===== src/rtl/approx_dot_accumulator_if.sv =====
// Handshake bundle for the approximate dot-product accumulator: a product
// stream in, one saturated dot-product result out.
interface approx_dot_accumulator_if #(
  parameter int PROD_W = 8,
  parameter int ACC_W  = 16
);
  logic              in_valid;
  logic              in_ready;
  logic [PROD_W-1:0] in_prod;
  logic              out_valid;
  logic              out_ready;
  logic [ACC_W-1:0]  out_acc;
  logic              out_sat;

  modport master (
    output in_valid, in_prod, out_ready,
    input  in_ready, out_valid, out_acc, out_sat
  );

  modport slave (
    input  in_valid, in_prod, out_ready,
    output in_ready, out_valid, out_acc, out_sat
  );
endinterface


===== src/rtl/approx_dot_accumulator.sv =====
// Sums LEN unsigned products from an approximate multiplier into a saturating
// accumulator, then holds the result until the downstream consumer takes it.
module approx_dot_accumulator #(
  parameter int PROD_W = 8,
  parameter int ACC_W  = 16,
  parameter int LEN    = 16
) (
  input  logic                       clk,
  input  logic                       rst,
  input  logic                       clear,
  approx_dot_accumulator_if.slave    bus
);
  localparam int CNT_W = (LEN > 1) ? $clog2(LEN) : 1;
  localparam logic [CNT_W-1:0] LAST = CNT_W'(LEN - 1);

  typedef enum logic {ACCUM, HOLD} state_t;

  state_t            state, state_nxt;
  logic [ACC_W-1:0]  acc_p0, acc_nxt;
  logic              sat_p0, sat_nxt;
  logic [CNT_W-1:0]  cnt_p0, cnt_nxt;
  logic [ACC_W-1:0]  res_acc_p1, res_acc_nxt;
  logic              res_sat_p1, res_sat_nxt;
  logic              vld_p1, vld_nxt;
  logic [ACC_W:0]    add_res;
  logic              xfer_in;

  // MSB flags overflow; the lower ACC_W bits are already clamped to all-ones.
  function automatic logic [ACC_W:0] sat_add(input logic [ACC_W-1:0] a,
                                             input logic [PROD_W-1:0] p);
    logic [ACC_W:0] s;
    s = {1'b0, a} + (ACC_W+1)'(p);
    if (s[ACC_W]) return {1'b1, {ACC_W{1'b1}}};
    return s;
  endfunction

  assign add_res      = sat_add(acc_p0, bus.in_prod);
  assign bus.in_ready = (state == ACCUM);
  assign xfer_in      = bus.in_valid && (state == ACCUM);
  assign bus.out_valid = vld_p1;
  assign bus.out_acc   = res_acc_p1;
  assign bus.out_sat   = res_sat_p1;

  always_comb begin
    state_nxt   = state;
    acc_nxt     = acc_p0;
    sat_nxt     = sat_p0;
    cnt_nxt     = cnt_p0;
    res_acc_nxt = res_acc_p1;
    res_sat_nxt = res_sat_p1;
    vld_nxt     = vld_p1;
    if (clear) begin
      state_nxt = ACCUM;
      acc_nxt   = '0;
      sat_nxt   = 1'b0;
      cnt_nxt   = '0;
      vld_nxt   = 1'b0;
    end else begin
      case (state)
        ACCUM: begin
          if (xfer_in) begin
            acc_nxt = add_res[ACC_W-1:0];
            sat_nxt = sat_p0 | add_res[ACC_W];
            if (cnt_p0 == LAST) begin
              res_acc_nxt = add_res[ACC_W-1:0];
              res_sat_nxt = sat_p0 | add_res[ACC_W];
              vld_nxt     = 1'b1;
              cnt_nxt     = '0;
              state_nxt   = HOLD;
            end else begin
              cnt_nxt = cnt_p0 + 1'b1;
            end
          end
        end
        HOLD: begin
          if (bus.out_ready) begin
            vld_nxt   = 1'b0;
            acc_nxt   = '0;
            sat_nxt   = 1'b0;
            state_nxt = ACCUM;
          end
        end
        default: state_nxt = ACCUM;
      endcase
    end
  end

  // Stage p0: running sum and count; stage p1: held result.
  always_ff @(posedge clk or posedge rst) begin
    if (rst) begin
      state      <= ACCUM;
      acc_p0     <= '0;
      sat_p0     <= 1'b0;
      cnt_p0     <= '0;
      res_acc_p1 <= '0;
      res_sat_p1 <= 1'b0;
      vld_p1     <= 1'b0;
    end else begin
      state      <= state_nxt;
      acc_p0     <= acc_nxt;
      sat_p0     <= sat_nxt;
      cnt_p0     <= cnt_nxt;
      res_acc_p1 <= res_acc_nxt;
      res_sat_p1 <= res_sat_nxt;
      vld_p1     <= vld_nxt;
    end
  end
endmodule

===== src/flat_wrapper.sv =====
// flat-port wrapper written by rule: the top's interface ports become plain ports
module approx_dot_accumulator_flat 
#(
  parameter int PROD_W = 8,
  parameter int ACC_W  = 16,
  parameter int LEN    = 16
)
  (clk, rst, clear, bus_in_valid, bus_in_prod, bus_out_ready, bus_in_ready, bus_out_valid, bus_out_acc, bus_out_sat);
  approx_dot_accumulator_if #(.PROD_W(PROD_W), .ACC_W(ACC_W)) bus_i ();
  input  logic clk;
  input  logic rst;
  input  logic clear;
  input wire logic [$bits(bus_i.in_valid)-1:0] bus_in_valid;
  input wire logic [$bits(bus_i.in_prod)-1:0] bus_in_prod;
  input wire logic [$bits(bus_i.out_ready)-1:0] bus_out_ready;
  output wire logic [$bits(bus_i.in_ready)-1:0] bus_in_ready;
  output wire logic [$bits(bus_i.out_valid)-1:0] bus_out_valid;
  output wire logic [$bits(bus_i.out_acc)-1:0] bus_out_acc;
  output wire logic [$bits(bus_i.out_sat)-1:0] bus_out_sat;
  assign bus_i.in_valid = bus_in_valid;
  assign bus_i.in_prod = bus_in_prod;
  assign bus_i.out_ready = bus_out_ready;
  assign bus_in_ready = bus_i.in_ready;
  assign bus_out_valid = bus_i.out_valid;
  assign bus_out_acc = bus_i.out_acc;
  assign bus_out_sat = bus_i.out_sat;
  approx_dot_accumulator #(.PROD_W(PROD_W), .ACC_W(ACC_W), .LEN(LEN)) u_core (.clk(clk), .rst(rst), .clear(clear), .bus(bus_i));
endmodule

===== config.mk =====
export PLATFORM = sky130hd
export DESIGN_NAME = approx_dot_accumulator_flat
export DESIGN_NICKNAME = d
export VERILOG_FILES = /design/src/rtl/approx_dot_accumulator_if.sv /design/src/rtl/approx_dot_accumulator.sv /design/src/flat_wrapper.sv
export SDC_FILE = /design/constraint.sdc
export NUM_CORES = 1
export LEC_CHECK = 0
export CAP_MARGIN = 10
export CORE_ASPECT_RATIO = 0.75
export CORE_MARGIN = 4
export CORE_UTILIZATION = 54
export CTS_CLUSTER_SIZE = 28
export DETAILED_ROUTE_END_ITERATION = 8
export GPL_TIMING_DRIVEN = 0
export PLACE_DENSITY = 0.82
export REMOVE_ABC_BUFFERS = 1
export SLEW_MARGIN = 30
export SYNTH_ARGS = -nofsm -noshare
export SYNTH_HDL_FRONTEND = slang
export SYNTH_SLANG_ARGS = --single-unit
export TNS_END_PERCENT = 30

===== constraint.sdc =====
create_clock -name clk -period 2.53 [get_ports clk]
set_input_delay 0.506 -clock clk [delete_from_list [all_inputs] [get_ports clk]]
set_output_delay 0.506 -clock clk [all_outputs]
set_load 0.1 [all_outputs]

==> After elaboration in Yosys (flattened, before gate mapping) <==
Index checks and enable logic that the tools add are counted.
{ "totals": {"regBits": 40, "output_inout_bits": 19} }
{ "classes": {"addsub": 2, "eq_ne": 5, "muxes": 24, "bitwise_logic": 3, "n_reduce_logical": 6} }
{ "ops": {"columns": ["op", "count"], "rows": [
  ["16-bit two-way mux", 3],
  ["17-bit two-way mux", 2],
  ["16-bit one-hot mux with 2 select lines", 1],
  ["16-bit by 8-bit adder with 17-bit output", 1],
  ["4-bit two-way mux", 4],
  ["1-bit two-way mux", 11],
  ["3-bit by 2-bit inequality test with 1-bit output, second input constant", 2],
  ["1-bit one-hot mux with 2 select lines", 3],
  ["4-bit by 1-bit adder with 4-bit output, second input constant", 1],
  ["4-bit equality test, second input constant", 1],
  ["2-bit AND reduction", 2],
  ["4-bit AND reduction", 1],
  ["3-bit inequality test, second input constant", 1],
  ["3-bit AND reduction", 1],
  ["2-bit inequality test, second input constant", 1],
  ["1-bit inverter", 2],
  ["2-bit nonzero test", 1],
  ["1-bit logical AND", 1],
  ["1-bit OR", 1]
]} }

==> Longest topological paths before layout <==
{ "depth": {"word_depth": 7, "mapped_depth": 8, "ltp_nobuf": 7} }

==> Worst setup path after synthesis <==
OpenSTA, ideal clock, no wires.
{ "synth_path": {"kind": "input-to-reg", "start": "input bus_in_prod[0]", "end": "register u_core.res_acc_p1[11] (netlist: u_core.bus.out_acc[11])", "arrival_time_ns": 2.152, "slack_ns": 0.256, "cell_stages": 7, "cell_sequence": "ha_1 > fa_1 > a21oi_1 > o211a_1 > nor3_4 > o31a_1 > a22o_1"} }
{ "synth_via": {"elab_chain_cells": 3} }
{ "synth_rtl": {"columns": ["item", "line", "rtl"], "rows": [
  ["start, declared", "flat_wrapper.sv:14", "input wire logic [$bits(bus_i.in_prod)-1:0] bus_in_prod;"],
  ["16-bit by 8-bit adder with 17-bit output (*)", "approx_dot_accumulator.sv:32", "s = {1'b0, a} + (ACC_W+1)'(p);"],
  ["1-bit two-way mux", "approx_dot_accumulator.sv:33", "if (s[ACC_W]) return {1'b1, {ACC_W{1'b1}}};"],
  ["17-bit two-way mux (*)", "approx_dot_accumulator.sv:34", "return s;"],
  ["end signal, assigned", "approx_dot_accumulator.sv:103", "res_acc_p1 <= res_acc_nxt;"],
  ["end, declared", "approx_dot_accumulator.sv:22", "logic [ACC_W-1:0] res_acc_p1, res_acc_nxt;"]
]} }
Every way passes the cells marked *; elsewhere a longest branch is shown, timed or not.
A chain may end at the register's enable or synchronous reset.

==> Worst setup path after layout <==
{ "layout_path": {"start": "register u_core.state", "end": "output bus_in_ready"} }
{ "layout_via": {"elab_chain_cells": 1} }
{ "layout_rtl": {"columns": ["item", "line", "rtl"], "rows": [
  ["start, declared", "approx_dot_accumulator.sv:18", "state_t state, state_nxt;"],
  ["start signal, assigned", "approx_dot_accumulator.sv:99", "state <= state_nxt;"],
  ["1-bit inverter (no source line)", null, null],
  ["end, declared", "flat_wrapper.sv:16", "output wire logic [$bits(bus_i.in_ready)-1:0] bus_in_ready;"]
]} }
No other way between the ends.

==> results.md <==
- Die X: approximately 80 µm
- Summed instance area of the synthesized netlist: about 2200 µm²
- Pre-CTS setup slack: -0.526 ns
- Number of vias per cell: about 5.8
- DRC violations left: 0
- Met3 GRT Util: under 10%
- Cell-by-cell trace of the critical path: inv_1 -> clkdlybuf4s50_1
- Hold path start: u_core.bus.out_acc[15]
- Transition at the pin with the smallest max-transition slack: 0.990 ns
- Critical path startpoint: u_core.state
- Share of synthesized area occupied by flip-flops and latches: about 45%
- List of most frequent post-synthesis cells: 40 x sky130_fd_sc_hd__dfrtp_1, 38 x sky130_fd_sc_hd__nand2_1, 21 x sky130_fd_sc_hd__nor2_1
- CP Capture Type: output pin
- Critical path's largest stage delay: between 1 and 1.5 ns
- Relative area change from synthesis to final layout: 22.5%
- Total of endpoints with negative setup slack in the final report: 0
- Count of cell types in the netlist: 49
- FF+latch area: between 1000 and 1500 µm²
- Buffers and inverters on the worst path: 2
- Post-synthesis cell count: between 200 and 250
- Outcome: completed
- Fraction of post-synthesis cell area in the top cell type by area: approximately 45%
- Worst-skew pair later-pin latency: a little under 0.3 ns
- Source of the worst register-to-register timing path: u_core.acc_p0[0]
- Number of flops mapped to enable cells by yosys: 0
- Met2 layer usage reported by global route: about a third
- Total power: approximately 1400 µW
- Yosys top cell by area: sky130_fd_sc_hd__dfrtp_1
- Classification of the worst-slack hold path: reg -> reg
- Number of standard cells in the final layout excluding fillers: around 330
- CTS Sinks: 40
- Min Tclk post-route: roughly 2.5 ns
- Arrival time at the worst endpoint: 1.96 ns
- Overall track demand over capacity in global routing: a little over a fifth
- Hpwl dp: between 3 and 4 mm
- Buffers on Ports: 31
- Vias after detailed routing: approximately 1.9k
- Final worst path period share: roughly 98%
- Global-route wire length before repair: 8.84 mm
- Type of origin of the critical path: register
- Yosys Warn Count: 0
- Total of flip-flops plus latches after synthesis: 40
- Number of buffers inserted during clock tree synthesis: 5
- Number of design-rule violations left by the first detailed-router iteration: ~120
- Async S/R FF share, synth: 100%
- Leading cell types by total area after synthesis: sky130_fd_sc_hd__dfrtp_1 45%, sky130_fd_sc_hd__nand2_1 6.4%, sky130_fd_sc_hd__ha_1 5.1%
- Peak supply drop: between 400 and 500 µV
- Timing-limited maximum frequency: ~410 MHz
- Worst setup path category: reg -> out
- Leakage power: approximately 0.0012 µW
- Mean instance size in the synthesized netlist: about 9 µm²
- Number of max-capacitance violations reported: 0
- Fin worst setup slack: slightly above 0.06 ns
- Pin count of the biggest net entering global routing: 27
- Overall overflow remaining after global route: 0
- Tightest hold margin: between 0.4 and 0.5 ns
- Pre-antenna DRT Iters: 4
- Rows: 19
- Final number of hold-violating endpoints: 0
- Core Util, Final: 71.2%
- Global-route met1 utilization: around a third
- Number of placed cells counting well taps: roughly 320
- Filler Cells Inserted: between 300 and 400
- Number of diodes added for antenna fixing: 0
- CTS tree: yes
- Vert. Die Dim: approximately 63 µm
- Highest-delay cell along the critical path: sky130_fd_sc_hd__clkdlybuf4s50_1
- Initial antenna violation count: 0
- Dominant register cell in the synthesized netlist: sky130_fd_sc_hd__dfrtp_1
- GRT busiest layer: met1
- Area used by multi-input combinational logic: 1180 µm²
- Data required time at the worst endpoint: between 2 and 2.5 ns
- Max Root-Sink Buffers: 2
- Die footprint: 5200 µm²
- Final estimated routing congestion in global placement: roughly 0.86
- Core Box Area: around 3800 µm²
- Kind of cell with the highest combined delay on the critical path: buffers and inverters
- Root Buffer: sky130_fd_sc_hd__clkbuf_8
- Average wire per cell in the routed design: ~16 µm
- Fraction of final layout cells with drive strength greater than 1: about a tenth
- RSZ-0062 raised after global routing: no
- Detailed Route WL: a little over 5 mm
- Worst Path Max Fanout: 3
- Top-count cell post-synth: sky130_fd_sc_hd__dfrtp_1
- I/O pins: 32
- Fin. max-slew vios: 0
- Antenna-violating nets left: 0
- Power density normalized to cell area: just over 500 nW/µm²
- Fin Clk Skew: roughly 0.0047 ns
- # H-tree levels: 2
- Initial core utilization: 58.2%
- Number of global-route vias before repair: approximately 1.9k
- Final nets: approximately 300
- Clock slew seen by the registers of the worst setup and hold paths: about 0.08 ns
- Worst slew margin: 33.8%
==> worst min-delay path, cell delays in order (launching register included) <==
cell	delay, ns
sky130_fd_sc_hd__dfrtp_1	0.34
sky130_fd_sc_hd__nand2_1	0.05
sky130_fd_sc_hd__o31ai_1	0.05
==> timing repair <==
action / CTS / global route
hold buffers: 0 / 0
buffers inserted: 2 / 1
gates cloned: 0 / 1
pin swaps: 2 / 2
resized for setup: 4 / 3
endpoints found under the setup margin: 24 / 18
==> sequential cells by signal, summed over array words and instances (netlist names) <==
| register | cells |
|---|---|
| u_core.sat_p0 | 1 |
| u_core.acc_p0 | 16 |
| u_core.bus.out_acc | 16 |
| u_core.bus.out_sat | 1 |
| u_core.state | 1 |
| u_core.bus.out_valid | 1 |
| u_core.cnt_p0 | 4 |
==> cell type report <==
type                    instances  share of cell area (%)
inverters                       4                   0.554
multi-input cells             189                    43.6
clock inverters                 2                   0.370
repair buffers                 35                    13.0
well taps                      52                    2.40
flip-flops and latches         40                    37.0
clock buffers                   6                    3.05
==> through the flow <==
| stage | setup TNS [ns] | cell area [µm²] |
|---|---|---|
| 2_1_floorplan | 0 | 2160 |
| 3_3_place_gp | -9.70 | 2540 |
| 3_5_place_dp | -11.99 | 2560 |
| 4_1_cts | 0 | 2680 |
| 5_1_grt | 0 | 2710 |
| 6_report | 0 | 2710 |
==> cells in the final DEF, fill, tap and decap left out, drive strengths merged, types with 6 or more instances in the layout <==
cell type	n
clkbuf	6
xor2	6
nor2	22
a21oi	20
o21ai	22
nor3	9
ha	9
nand3	8
dfrtp	40
nand2	39
clkdlybuf4s50	31
or3	7
==> per-layer routing <==
layer	routed length [µm]	vias up	part of all wire (%)
met5	0	-	0
met4	57	0	1.1
met3	314	7	6.1
met2	2190	60	43
met1	2560	893	50
li1	-	932	-
==> worst paths after layout <==
check,cells past startpoint,slack [ns],to
max,2,0.06,bus_in_ready
min,2,0.48,u_core.bus.out_acc[15]
max reg2reg,7,0.36,u_core.bus.out_acc[11]
min reg2reg,2,0.48,u_core.bus.out_acc[15]
max in group asynchronous,3,1.60,u_core.bus.out_acc[11]
min in group asynchronous,2,0.49,u_core.bus.out_acc[3]
==> kinds of logic after synthesis <==
family | synth area share (%)
AO/OA/AOI/OAI | 18.1
XOR/XNOR | 3.17
adder cells (fa/ha/maj) | 6.00
buffers and inverters | 3.00
flip-flops | 45.2
multiplexers | 1.36
AND/OR/NAND/NOR | 23.1
==> power breakdown <==
part           switching (µW)  internal [µW]
sequential               15.5            658
combinational             169            106
clock                     228            218
No activity file was read; power rests on OpenSTA's default activity.
